### src/rtl/sar_result_decimator_if.sv
// Output stream of the SAR result decimator: averaged samples with valid/ready handshake.
interface sar_result_decimator_if #(
    parameter int unsigned N_BITS = 10
);
    logic              out_valid;
    logic              out_ready;
    logic [N_BITS-1:0] out_data;

    modport master (
        output out_valid,
        output out_data,
        input  out_ready
    );

    modport slave (
        input  out_valid,
        input  out_data,
        output out_ready
    );
endinterface

### src/rtl/sar_result_decimator.sv
// SAR result decimator: edge-detects eoc, averages 2^OSR_LOG2 results, queues averages in a
// small FIFO and raises sticky overflow / conversion-stall timeout flags.
// Optional macro SAR_DECIM_ROUND_EN: round-half-up averaging (clamped) instead of truncation.
module sar_result_decimator #(
    parameter int unsigned N_BITS         = 10,
    parameter int unsigned OSR_LOG2       = 2,
    parameter int unsigned FIFO_DEPTH     = 4,
    parameter int unsigned TIMEOUT_CYCLES = 64
) (
    input  logic                          clk,
    input  logic                          reset,
    input  logic                          en,
    input  logic                          eoc,
    input  logic [N_BITS-1:0]             adc_result_digital,
    input  logic                          clear_flags,
    sar_result_decimator_if.master        out_if,
    output logic [$clog2(FIFO_DEPTH):0]   fifo_level,
    output logic                          overflow,
    output logic                          timeout
);
    localparam int unsigned AccW = N_BITS + OSR_LOG2 + 1;
    localparam int unsigned CntW = OSR_LOG2 + 1;
    localparam int unsigned PtrW = $clog2(FIFO_DEPTH);
    localparam int unsigned LvlW = PtrW + 1;
    localparam int unsigned WdW  = $clog2(TIMEOUT_CYCLES + 1);

    localparam logic [CntW-1:0] LastCnt  = CntW'((2 ** OSR_LOG2) - 1);
    localparam logic [WdW-1:0]  WdMax    = WdW'(TIMEOUT_CYCLES);
    localparam logic [LvlW-1:0] FullLvl  = LvlW'(FIFO_DEPTH);

    typedef enum logic [0:0] {StIdle, StAccum} state_e;

    state_e            state_q, state_d;
    logic              eoc_q;
    logic [AccW-1:0]   acc_q, acc_d, acc_next;
    logic [CntW-1:0]   cnt_q, cnt_d;
    logic [WdW-1:0]    wd_q, wd_d;
    logic              run, eoc_rise, push_req, tmo_set;
    logic [N_BITS-1:0] avg;

    logic [N_BITS-1:0] mem_q [FIFO_DEPTH];
    logic [PtrW-1:0]   wr_ptr_q, rd_ptr_q;
    logic [LvlW-1:0]   level_q, level_d;
    logic              pop, push, full, ovf_set;
    logic              overflow_q, timeout_q;

    // Next-state logic; datapath follows the state being entered so an eoc held high through
    // reset with en already high is taken as the first sample.
    always_comb begin
        state_d = state_q;
        unique case (state_q)
            StIdle:  if (en)  state_d = StAccum;
            StAccum: if (!en) state_d = StIdle;
            default: state_d = StIdle;
        endcase
        run = (state_d == StAccum);
    end

    // Accumulator, sample counter and watchdog next-state.
    always_comb begin
        eoc_rise = eoc & ~eoc_q;
        acc_next = acc_q + AccW'(adc_result_digital);
        acc_d    = acc_q;
        cnt_d    = cnt_q;
        wd_d     = wd_q;
        push_req = 1'b0;
        tmo_set  = 1'b0;
        if (!run) begin
            acc_d = '0;
            cnt_d = '0;
            wd_d  = '0;
        end else if (eoc_rise) begin
            wd_d = '0;
            if (cnt_q == LastCnt) begin
                push_req = 1'b1;
                acc_d    = '0;
                cnt_d    = '0;
            end else begin
                acc_d = acc_next;
                cnt_d = cnt_q + 1'b1;
            end
        end else if (wd_q != WdMax) begin
            wd_d    = wd_q + 1'b1;
            tmo_set = (wd_d == WdMax);
        end
    end

`ifdef SAR_DECIM_ROUND_EN
    localparam logic [AccW:0] RoundTerm = (AccW + 1)'((2 ** OSR_LOG2) / 2);
    localparam logic [AccW:0] MaxWide   = (AccW + 1)'((2 ** N_BITS) - 1);
    logic [AccW:0] rounded;

    // Round half up, then clamp to full scale.
    always_comb begin
        rounded = ({1'b0, acc_next} + RoundTerm) >> OSR_LOG2;
        avg     = (rounded > MaxWide) ? '1 : N_BITS'(rounded);
    end
`else
    // Truncating average; the sum of 2^OSR_LOG2 N_BITS values always fits after the shift.
    always_comb begin
        avg = N_BITS'(acc_next >> OSR_LOG2);
    end
`endif

    // FIFO control and sticky flag next-state.
    always_comb begin
        full    = (level_q == FullLvl);
        pop     = (level_q != '0) & out_if.out_ready;
        ovf_set = push_req & full & ~pop;
        push    = push_req & ~ovf_set;
        level_d = level_q + LvlW'(push) - LvlW'(pop);
    end

    // Control state: FSM, edge detector, accumulator, watchdog, pointers and flags.
    always_ff @(posedge clk) begin
        if (reset) begin
            state_q    <= StIdle;
            eoc_q      <= 1'b0;
            acc_q      <= '0;
            cnt_q      <= '0;
            wd_q       <= '0;
            wr_ptr_q   <= '0;
            rd_ptr_q   <= '0;
            level_q    <= '0;
            overflow_q <= 1'b0;
            timeout_q  <= 1'b0;
        end else begin
            state_q    <= state_d;
            eoc_q      <= eoc;
            acc_q      <= acc_d;
            cnt_q      <= cnt_d;
            wd_q       <= wd_d;
            level_q    <= level_d;
            if (push) wr_ptr_q <= wr_ptr_q + 1'b1;
            if (pop)  rd_ptr_q <= rd_ptr_q + 1'b1;
            // A set in the same cycle as clear_flags wins.
            overflow_q <= (overflow_q & ~clear_flags) | ovf_set;
            timeout_q  <= (timeout_q & ~clear_flags) | tmo_set;
        end
    end

    // FIFO storage; cleared on reset so out_data reads 0.
    always_ff @(posedge clk) begin
        if (reset) begin
            for (int i = 0; i < int'(FIFO_DEPTH); i++) mem_q[i] <= '0;
        end else if (push) begin
            mem_q[wr_ptr_q] <= avg;
        end
    end

    assign out_if.out_valid = (level_q != '0);
    assign out_if.out_data  = mem_q[rd_ptr_q];
    assign fifo_level       = level_q;
    assign overflow         = overflow_q;
    assign timeout          = timeout_q;
endmodule

### src/flat_wrapper.sv
// flat-port wrapper written by rule: the top's interface ports become plain ports
module sar_result_decimator_flat 
#(
    parameter int unsigned N_BITS         = 10,
    parameter int unsigned OSR_LOG2       = 2,
    parameter int unsigned FIFO_DEPTH     = 4,
    parameter int unsigned TIMEOUT_CYCLES = 64
)
  (clk, reset, en, eoc, adc_result_digital, clear_flags, fifo_level, overflow, timeout, out_if_out_valid, out_if_out_data, out_if_out_ready);
  sar_result_decimator_if #(.N_BITS(N_BITS)) out_if_i ();
  input  logic clk;
  input  logic reset;
  input  logic en;
  input  logic eoc;
  input  logic [N_BITS-1:0] adc_result_digital;
  input  logic clear_flags;
  output logic [$clog2(FIFO_DEPTH):0] fifo_level;
  output logic overflow;
  output logic timeout;
  output wire logic [$bits(out_if_i.out_valid)-1:0] out_if_out_valid;
  output wire logic [$bits(out_if_i.out_data)-1:0] out_if_out_data;
  input wire logic [$bits(out_if_i.out_ready)-1:0] out_if_out_ready;
  assign out_if_out_valid = out_if_i.out_valid;
  assign out_if_out_data = out_if_i.out_data;
  assign out_if_i.out_ready = out_if_out_ready;
  sar_result_decimator #(.N_BITS(N_BITS), .OSR_LOG2(OSR_LOG2), .FIFO_DEPTH(FIFO_DEPTH), .TIMEOUT_CYCLES(TIMEOUT_CYCLES)) u_core (.clk(clk), .reset(reset), .en(en), .eoc(eoc), .adc_result_digital(adc_result_digital), .clear_flags(clear_flags), .out_if(out_if_i), .fifo_level(fifo_level), .overflow(overflow), .timeout(timeout));
endmodule
### config.mk
export PLATFORM = sky130hd
export DESIGN_NAME = sar_result_decimator_flat
export DESIGN_NICKNAME = d
export VERILOG_FILES = /design/src/rtl/sar_result_decimator_if.sv /design/src/rtl/sar_result_decimator.sv /design/src/flat_wrapper.sv
export SDC_FILE = /design/constraint.sdc
export NUM_CORES = 1
export LEC_CHECK = 0
export CAP_MARGIN = 20
export CORE_MARGIN = 10
export CORE_UTILIZATION = 34
export CTS_CLUSTER_DIAMETER = 60
export DETAILED_ROUTE_END_ITERATION = 10
export REMOVE_ABC_BUFFERS = 1
export SYNTH_ARGS = -nofsm -noshare
export SYNTH_HDL_FRONTEND = slang
export SYNTH_SLANG_ARGS = --single-unit
### constraint.sdc
create_clock -name clk -period 2.74 [get_ports clk]
set_input_delay 0.548 -clock clk [delete_from_list [all_inputs] [get_ports clk]]
set_output_delay 0.548 -clock clk [all_outputs]
set_load 0.01 [all_outputs]
# --- After elaboration in Yosys (flattened, before gate mapping) ---
# Memories as Yosys holds them, arrays and structs flattened. A register that Yosys moved wholly into a read port is not among the register bits.
# Cells that the tools add are included.
word_totals:
  mem_bits_rw: 40
  n_memories: 1
  in_bits: 16
  register_bits: 33
  out_inout_bits: 16
  elab_cells: 58
mem_list:
  columns: ["memory", "words", "word_bits", "rd", "rd_clocked_by_memory_dff", "wr", "line", "text"]
  rows:
  - ["u_core.mem_q", 4, 10, 1, 1, 4, "sar_result_decimator.sv:41", "logic [N_BITS-1:0] mem_q [FIFO_DEPTH];"]
op_classes:
  n_reduce_logical: 4
  n_eq_ne: 4
  n_addsub: 7
  muxes: 19
  bitwise: 14
op_table:
  columns: ["operator", "n"]
  rows:
  - ["$add A13 B10 Y13", 1]
  - ["$mux W1", 13]
  - ["$mux W13", 1]
  - ["$mux W10", 1]
  - ["$reduce_or A10 Y1", 1]
  - ["$add A7 B1 Y7 const B", 1]
  - ["$and A1 B1 Y1", 7]
  - ["$eq A7 B7 Y1 const B", 1]
  - ["$ne A7 B7 Y1 const B", 1]
  - ["$mux W2", 3]
  - ["$not A1 Y1", 5]
  - ["$add A2 B1 Y2 const B", 2]
  - ["$add A3 B1 Y3", 1]
  - ["$add A3 B1 Y3 const B", 1]
  - ["$eq A3 B2 Y1 const B", 1]
  - ["$eq A3 B3 Y1 const B", 1]
  - ["$mux W3", 1]
  - ["$reduce_bool A3 Y1", 1]
  - ["$reduce_or A3 Y1", 1]
  - ["$sub A3 B1 Y3", 1]
  - ["$or A1 B1 Y1", 2]
  - ["$reduce_or A2 Y1", 1]

# --- Logic depth before layout (Yosys ltp) ---
# Gate-level depths: netlist of run 1.
logic_depth:
  ltp_word: 13
  ltp_mapped: 10
  ltp_nobuf: 10

# --- Worst setup path after synthesis of run 1 ---
# OpenSTA, ideal clock, no wires.
synth_timing:
  path_kind: "register to register"
  start: "reg u_core.level_q[2] (netlist: u_core.fifo_level[2])"
  end: "reg u_core.level_q[2] (netlist: u_core.fifo_level[2])"
  t_arrival_ns: 2.156
  n_path_buf: 0
  setup_ns: 0.128
  path_stages_with_launch: 11
  period_less_slack_ns: 2.284
  t_required_ns: 2.612
  path_slack_ns: 0.456
  path_cell_list: "dfxtp_1 > or3_1 > and2_1 > ha_1 > inv_1 > ha_1 > inv_1 > fa_1 > xor2_1 > xnor2_1 > nor2_1"
synth_via:
  elab_chain_cells: 8
  word_cells_on_any_way: 10
  classes_between: "2 x add/sub; 1 x eq/ne; 6 x bitwise; 1 x reduce/logical"
synth_rtl:
  columns: ["item", "line", "text"]
  rows:
  - ["from (decl)", "sar_result_decimator.sv:43", "logic [LvlW-1:0] level_q, level_d;"]
  - ["from (signal assigned)", "sar_result_decimator.sv:133", "level_q <= level_d;"]
  - ["$reduce_bool A3 Y1 (*)", null, null]
  - ["named net out_if_out_valid", "flat_wrapper.sv:20", "output wire logic [$bits(out_if_i.out_valid)-1:0] out_if_out_valid;"]
  - ["$and A1 B1 Y1 (*)", "sar_result_decimator.sv:108", "pop = (level_q != '0) & out_if.out_ready;"]
  - ["named net u_core.pop", "sar_result_decimator.sv:44", "logic pop, push, full, ovf_set;"]
  - ["$not A1 Y1", "sar_result_decimator.sv:109", "ovf_set = push_req & full & ~pop;"]
  - ["$and A1 B1 Y1", "sar_result_decimator.sv:109", null]
  - ["$not A1 Y1", "sar_result_decimator.sv:110", "push = push_req & ~ovf_set;"]
  - ["$and A1 B1 Y1", "sar_result_decimator.sv:110", null]
  - ["$add A3 B1 Y3", "sar_result_decimator.sv:111", "level_d = level_q + LvlW'(push) - LvlW'(pop);"]
  - ["$sub A3 B1 Y3 (*)", "sar_result_decimator.sv:111", null]
# The timed path passes the listed nets; every way through them passes the cells marked *.
# A chain may end at the register's enable or synchronous reset.

==> results.py, run 1 <==
metrics = {
    "job": {
        "drv_cap": 0,
    },
    "sta": {
        "finalMaxSlewViolations": 0,
        "slew_headroom": 0.4414,
        "max_clock_freq_mhz": 402.0,
        "hold_viol": 0,
        "fin_ws_ps": 252.6,
        "period_share": 0.9078,
        "worst_pin_slew_ps": 834.8,
        "min_period_ps": 2487,
        "rsz0062_at_grt": "false",
        "finClkSkew_ps": 13.65,
        "setup_tns_ps": 0,
        "setup_violations": 0,
    },
    "drt": {
        "drtIter0Drc": 111,
        "final_antenna_net_count": 0,
        "routedWlPerCell_um": 14.74,
        "vias": 2488,
        "drc_errors": 0,
        "first_pass_iters": 4,
        "finalWirelength_um": 7560,
        "vias_per_cell": 4.850,
    },
    "finish": {
        "diodes": 0,
        "final_area_um2": 4325,
        "regArea_um2": 1882,
        "drive_gt1_frac": 0.1538,
        "fillers": 994,
        "fin_nets": 405,
        "layoutNonFillerInstCount": 513,
        "multi_input_area_um2": 1560,
        "area_delta_synth_final_pct": 22.20,
        "finish.utilization": 0.4228,
    },
    "clock_network": {
        "cts.repair.resized": 0,
        "htreeDepth": 3,
        "cts_hold_buf": 0,
        "cts_root_buf": "clkbuf_8",
        "clkLatencyLatePin_ps": 360,
        "cts_buffers": 9,
        "cts_tree": "yes",
        "postCtsSetupRepairBufs": 0,
        "clock-sinks": 74,
        "clkSlewWorstSetupHoldPaths_ps": 80,
        "clock_path_buffers": 2,
    },
    "place": {
        "io_buffers": 31,
        "place_congestion": 0.7969,
        "place_area_um2": 4125,
        "dp_hpwl_um": 5414,
        "place_ws_ps": -19.42,
        "dp.cells": 497,
    },
    "floorplan": {
        "die_w_um": 122.0,
        "dieHeight_um": 122.0,
        "die-area_um2": 14890,
        "core_area_um2": 10230,
        "initial_utilization": 0.3460,
        "io_pins": 32,
        "row_count": 37,
    },
    "logic_synthesis": {
        "syn_avg_cell_area_um2": 11.10,
        "synth_edf_count": 40,
        "seq_area_frac_synth": 0.5316,
        "synthTopCellsByArea": "edfxtp_1 34%, dfxtp_1 19%, mux4_2 6.4%, nor2_1 6.4%, ha_1 5.3%",
        "synthDistinctLibCells": 55,
        "synth_top_flop_cell": "edfxtp_1",
        "yosys.area.top_type": "edfxtp_1",
        "yosysWarningCount": 0,
        "synthArstFlopShare": 0,
        "yosysTopAreaCellShare": 0.3393,
        "ys_ff_latch": 74,
        "syn-cell-area_um2": 3540,
        "syn_inst": 319,
    },
    "worst_setup_path": {
        "cp_slowest_stage_delay_ps": 540,
        "crit_fanout": 10,
        "critPathBufInv": 2,
        "critPathTopFamily": "buffers and inverters",
        "crit_slowest_cell": "mux4_2",
        "critPathCaptureType": "output port",
        "worstPathCellList": "buf_4 -> mux4_2 -> clkdlybuf4s50_1",
        "crit_arrival_ps": 1940,
        "required_ps": 2190,
        "critPathLaunchType": "register",
        "crit_type": "reg2out",
    },
    "grt": {
        "antenna_found_initial": 0,
        "grt_max_degree": 15,
        "grt_pass1_vias": 2604,
        "gr-total-overflow": 0,
        "track_usage": 0.1085,
        "grt_pass1_wl_um": 12650,
    },
    "hold_path": {
        "min_path_type": "reg2reg",
    },
    "pwr": {
        "power_density_nw_per_um2": 663.1,
        "vdd_drop_max_mv": 0.2239,
        "total_leakage_power_nw": 1.662,
    },
    "status": {
        "status": "complete, no violations",
    },
}
[final timing paths]
check	start	to	slack [ps]	cells past startpoint
min reg2reg	u_core.cnt_q[2]	u_core.cnt_q[2]	430	2
min	u_core.cnt_q[2]	u_core.cnt_q[2]	430	2
max	register	out_if_out_data[4]	250	3
max reg2reg	u_core.fifo_level[2]	u_core.fifo_level[2]	470	10
[flip-flops by register name, indices dropped and copies added, names as in the netlist, named ones only]
signal             cells
u_core.mem_q          40
u_core.rd_ptr_q        2
u_core.fifo_level      3
u_core.wd_q            7
u_core.eoc_q           1
u_core.wr_ptr_q        2
u_core.timeout         1
u_core.cnt_q           3
u_core.acc_q          12
u_core.overflow        1
[routing by layer]
metal / global-route usage / share of wire
met4: 0.03577 / 0.011
met3: 0.03284 / 0.041
met2: 0.1871 / 0.52
met1: 0.1254 / 0.43
met5: 0 / 0
[cells in the final DEF, fill, tap and decap left out, types with 5 or more instances in the layout]
master,Yosys,layout
nor2_1,60,60
edfxtp_1,40,40
dfxtp_1,34,34
clkdlybuf4s50_1,0,31
nand2_1,25,25
buf_4,0,21
ha_1,15,15
o21ai_0,14,14
inv_1,12,12
xor2_1,12,12
mux4_2,10,10
a21oi_1,10,10
clkbuf_8,0,9
xnor2_1,7,7
or3_1,5,5
nand3_1,5,5
[synthesized netlist by cell type, drive strengths merged, types with 2 or more instances]
master	number
nor2	60
edfxtp	40
dfxtp	34
nand2	26
o21ai	17
ha	15
inv	12
xor2	12
a21oi	11
mux4	10
buf	8
xnor2	7
and3	5
nand3	5
nor3	5
or3	5
nand2b	4
nor2b	4
a31oi	3
o211ai	3
o22ai	3
a211oi	2
a21o	2
a22o	2
and2	2
clkbuf	2
fa	2
nand4	2
[power by group]
| part | total [mW] | internal, mW | switching, mW |
|---|---|---|---|
| Combinational | 0.710 | 0.397 | 0.313 |
| Sequential | 1.29 | 1.23 | 0.0531 |
| Clock | 0.871 | 0.429 | 0.442 |
| Total | 2.87 | 2.06 | 0.808 |
[logic make-up after synthesis]
kind of cell / count (synthesis) / synth area share
buf+inv: 22 / 0.02757
compound gates: 52 / 0.09933
simple gates: 123 / 0.1605
xor+xnor: 19 / 0.04701
mux: 12 / 0.06964
fa+ha+maj: 17 / 0.06433
flops: 74 / 0.5316
[metrics by stage]
stage / total power, mW / hold WS [ps]
finish: 2.868 / 434.1
global route: 3.026 / 471.5
CTS: 2.915 / 440.9
detailed placement: 2.037 / 421.4
global placement: 2.026 / 415.8
floorplan: 1.718 / 407.8
[cell type report]
| type | count | area share |
|---|---|---|
| clock buffer | 9 | 0.02864 |
| clock inverter | 7 | 0.01765 |
| inverter | 12 | 0.01041 |
| multi-input combinational | 223 | 0.3607 |
| sequential | 74 | 0.4351 |
| tap | 136 | 0.03934 |
| timing repair buffer | 52 | 0.1082 |
[worst register-to-register path: cells and delay by family (launching register included)]
family	cells	cell delay, ps
xor+xnor	2	320
buf+inv	2	100
flops	1	340
fa+ha+maj	3	780
simple gates	3	640
(Power assumes the default switching activity.)
==> run 2: changes to the inputs <==
--- a/config.mk
+++ b/config.mk
@@ -5,7 +5,6 @@
 export SDC_FILE = /design/constraint.sdc
 export NUM_CORES = 1
 export LEC_CHECK = 0
-export CAP_MARGIN = 20
 export CORE_MARGIN = 10
 export CORE_UTILIZATION = 34
 export CTS_CLUSTER_DIAMETER = 60
==> results of run 2 <==
Same layout as run 1: the final DEF is identical, and so are final timing and power.
==> run 3: changes to the inputs <==
--- a/config.mk
+++ b/config.mk
@@ -9,6 +9,7 @@
 export CORE_UTILIZATION = 34
 export CTS_CLUSTER_DIAMETER = 60
 export DETAILED_ROUTE_END_ITERATION = 10
+export PLACE_DENSITY_LB_ADDON = 0.12
 export REMOVE_ABC_BUFFERS = 1
 export SYNTH_ARGS = -nofsm -noshare
 export SYNTH_HDL_FRONTEND = slang
==> results.py, run 3 (synthesis gave the netlist of run 1 again) <==
metrics = {
    "clock_network": {
        "clkSlewWorstSetupHoldPaths_ps": 80,
        "htreeDepth": 3,
        "clkLatencyLatePin_ps": 350,
        "cts_buffers": 9,
        "cts_hold_buf": 0,
        "cts_root_buf": "clkbuf_8",
        "clock-sinks": 74,
        "cts.repair.resized": 0,
        "cts_tree": "yes",
        "clock_path_buffers": 2,
        "postCtsSetupRepairBufs": 0,
    },
    "drt": {
        "finalWirelength_um": 7702,
        "routedWlPerCell_um": 14.81,
        "final_antenna_net_count": 0,
        "first_pass_iters": 4,
        "drc_errors": 0,
        "vias_per_cell": 4.754,
        "vias": 2472,
        "drtIter0Drc": 104,
    },
    "pwr": {
        "p_comb_frac": 0.249,
        "p_sw_frac": 0.2815,
        "p_total_mw": 2.873,
        "total_leakage_power_nw": 1.694,
        "p_switching_mw": 0.8087,
        "p_seq_frac": 0.448,
        "clkPwrFrac": 0.303,
        "vdd_drop_max_mv": 0.2692,
        "power_density_nw_per_um2": 656.3,
        "p_int_mw": 2.064,
    },
    "grt": {
        "track_usage": 0.1102,
        "grt_pass1_vias": 2522,
        "grt_max_degree": 15,
        "grt_pass1_wl_um": 12740,
        "gr-total-overflow": 0,
        "antenna_found_initial": 0,
    },
    "finish": {
        "largestRegisters": "u_core.mem_q: 40 flops, u_core.acc_q: 12 flops, u_core.wd_q: 7 flops",
        "largest_register": "u_core.mem_q",
        "area_delta_synth_final_pct": 23.68,
        "diodes": 0,
        "layoutNonFillerInstCount": 520,
        "largest_reg_flops": 40,
        "finish.utilization": 0.4279,
        "layout_common_cells": "60 x nor2_1, 40 x edfxtp_1, 34 x dfxtp_1, 31 x clkdlybuf4s50_1, 28 x buf_4",
        "final_common_cell": "nor2_1",
        "fillers": 997,
        "drive_gt1_frac": 0.1693,
        "fin_nets": 412,
    },
    "floorplan": {
        "core_area_um2": 10230,
        "die_w_um": 122.0,
        "row_count": 37,
        "die-area_um2": 14890,
        "io_pins": 32,
        "dieHeight_um": 122.0,
        "initial_utilization": 0.3460,
    },
    "sta": {
        "finalMaxSlewViolations": 0,
        "rsz0062_at_grt": "false",
        "setup_tns_ps": 0,
        "setup_violations": 0,
        "max_clock_freq_mhz": 401.5,
        "hold_viol": 0,
        "slew_headroom": 0.3709,
        "worst_pin_slew_ps": 940.2,
        "min_period_ps": 2491,
        "timing.hold.ws_ps": 433.1,
        "period_share": 0.9090,
        "finClkSkew_ps": 11.04,
    },
    "worst_setup_path": {
        "crit_type": "reg2out",
        "required_ps": 2190,
        "cp_slowest_stage_delay_ps": 550,
        "crit_arrival_ps": 1940,
        "crit_slowest_cell": "mux4_2",
        "crit_fanout": 10,
        "critPathLaunchType": "register",
        "worstPathCellList": "buf_4 -> mux4_2 -> clkdlybuf4s50_1",
        "ff2ff_path_depth": 10,
        "critPathCaptureType": "output port",
    },
    "hold_path": {
        "min_path_type": "reg2reg",
        "hold_depth": 2,
    },
    "place": {
        "dp.cells": 504,
        "dp_hpwl_um": 5562,
        "io_buffers": 31,
        "place_congestion": 0.8273,
    },
    "status": {
        "status": "complete, no violations",
    },
    "job": {
        "drv_cap": 0,
    },
}
-- run 3: metrics by stage --
stage | instance area, um2 | setup WS, ps
after detailed placement | 4178 | 49.66
after CTS | 4378 | 199.6
after floorplan | 3487 | 463.7
after global placement | 4178 | 67.73
after global routing | 4378 | 129.9
final | 4378 | 249.2
-- run 3: critical path: cells and delay by family (launching register included) --
kind                   cells  cell delay [ps]
DFF                        1              320
buffers and inverters      2              730
muxes                      1              550
-- run 3: metal layers --
layer,GRT usage,wire length [um],up-vias
li1,-,-,1256
met5,0,0,-
met1,0.1323,3408,1155
met3,0.02451,422,10
met4,0.04918,86,0
met2,0.1847,3785,51
-- run 3: worst paths after layout --
check / start / to / slack (ps)
setup reg to reg: u_core.fifo_level[2] / u_core.fifo_level[2] / 480
setup / recovery: register / out_if_out_data[4] / 250
hold reg to reg: u_core.cnt_q[2] / u_core.cnt_q[2] / 430
hold / removal: u_core.cnt_q[2] / u_core.cnt_q[2] / 430
-- run 3: layout make-up --
type	instances	area [um2]	share of cell area
repair buffers	59	520.5	0.1189
inverters	12	45.04	0.01029
clock buffers	9	123.9	0.02829
clock inverters	7	76.32	0.01743
multi-input cells	223	1560	0.3564
well taps	136	170.2	0.03887
flip-flops and latches	74	1882	0.4298
-- run 3: power by group through the flow --
stage                     clock network, mW  registers [mW]  logic, mW
final                                 0.871            1.29      0.714
after global routing                  0.936            1.30      0.790
after CTS                             0.895            1.29      0.734
after detailed placement                  0            1.32      0.730
after global placement                    0            1.31      0.732
after floorplan                           0            1.34      0.375
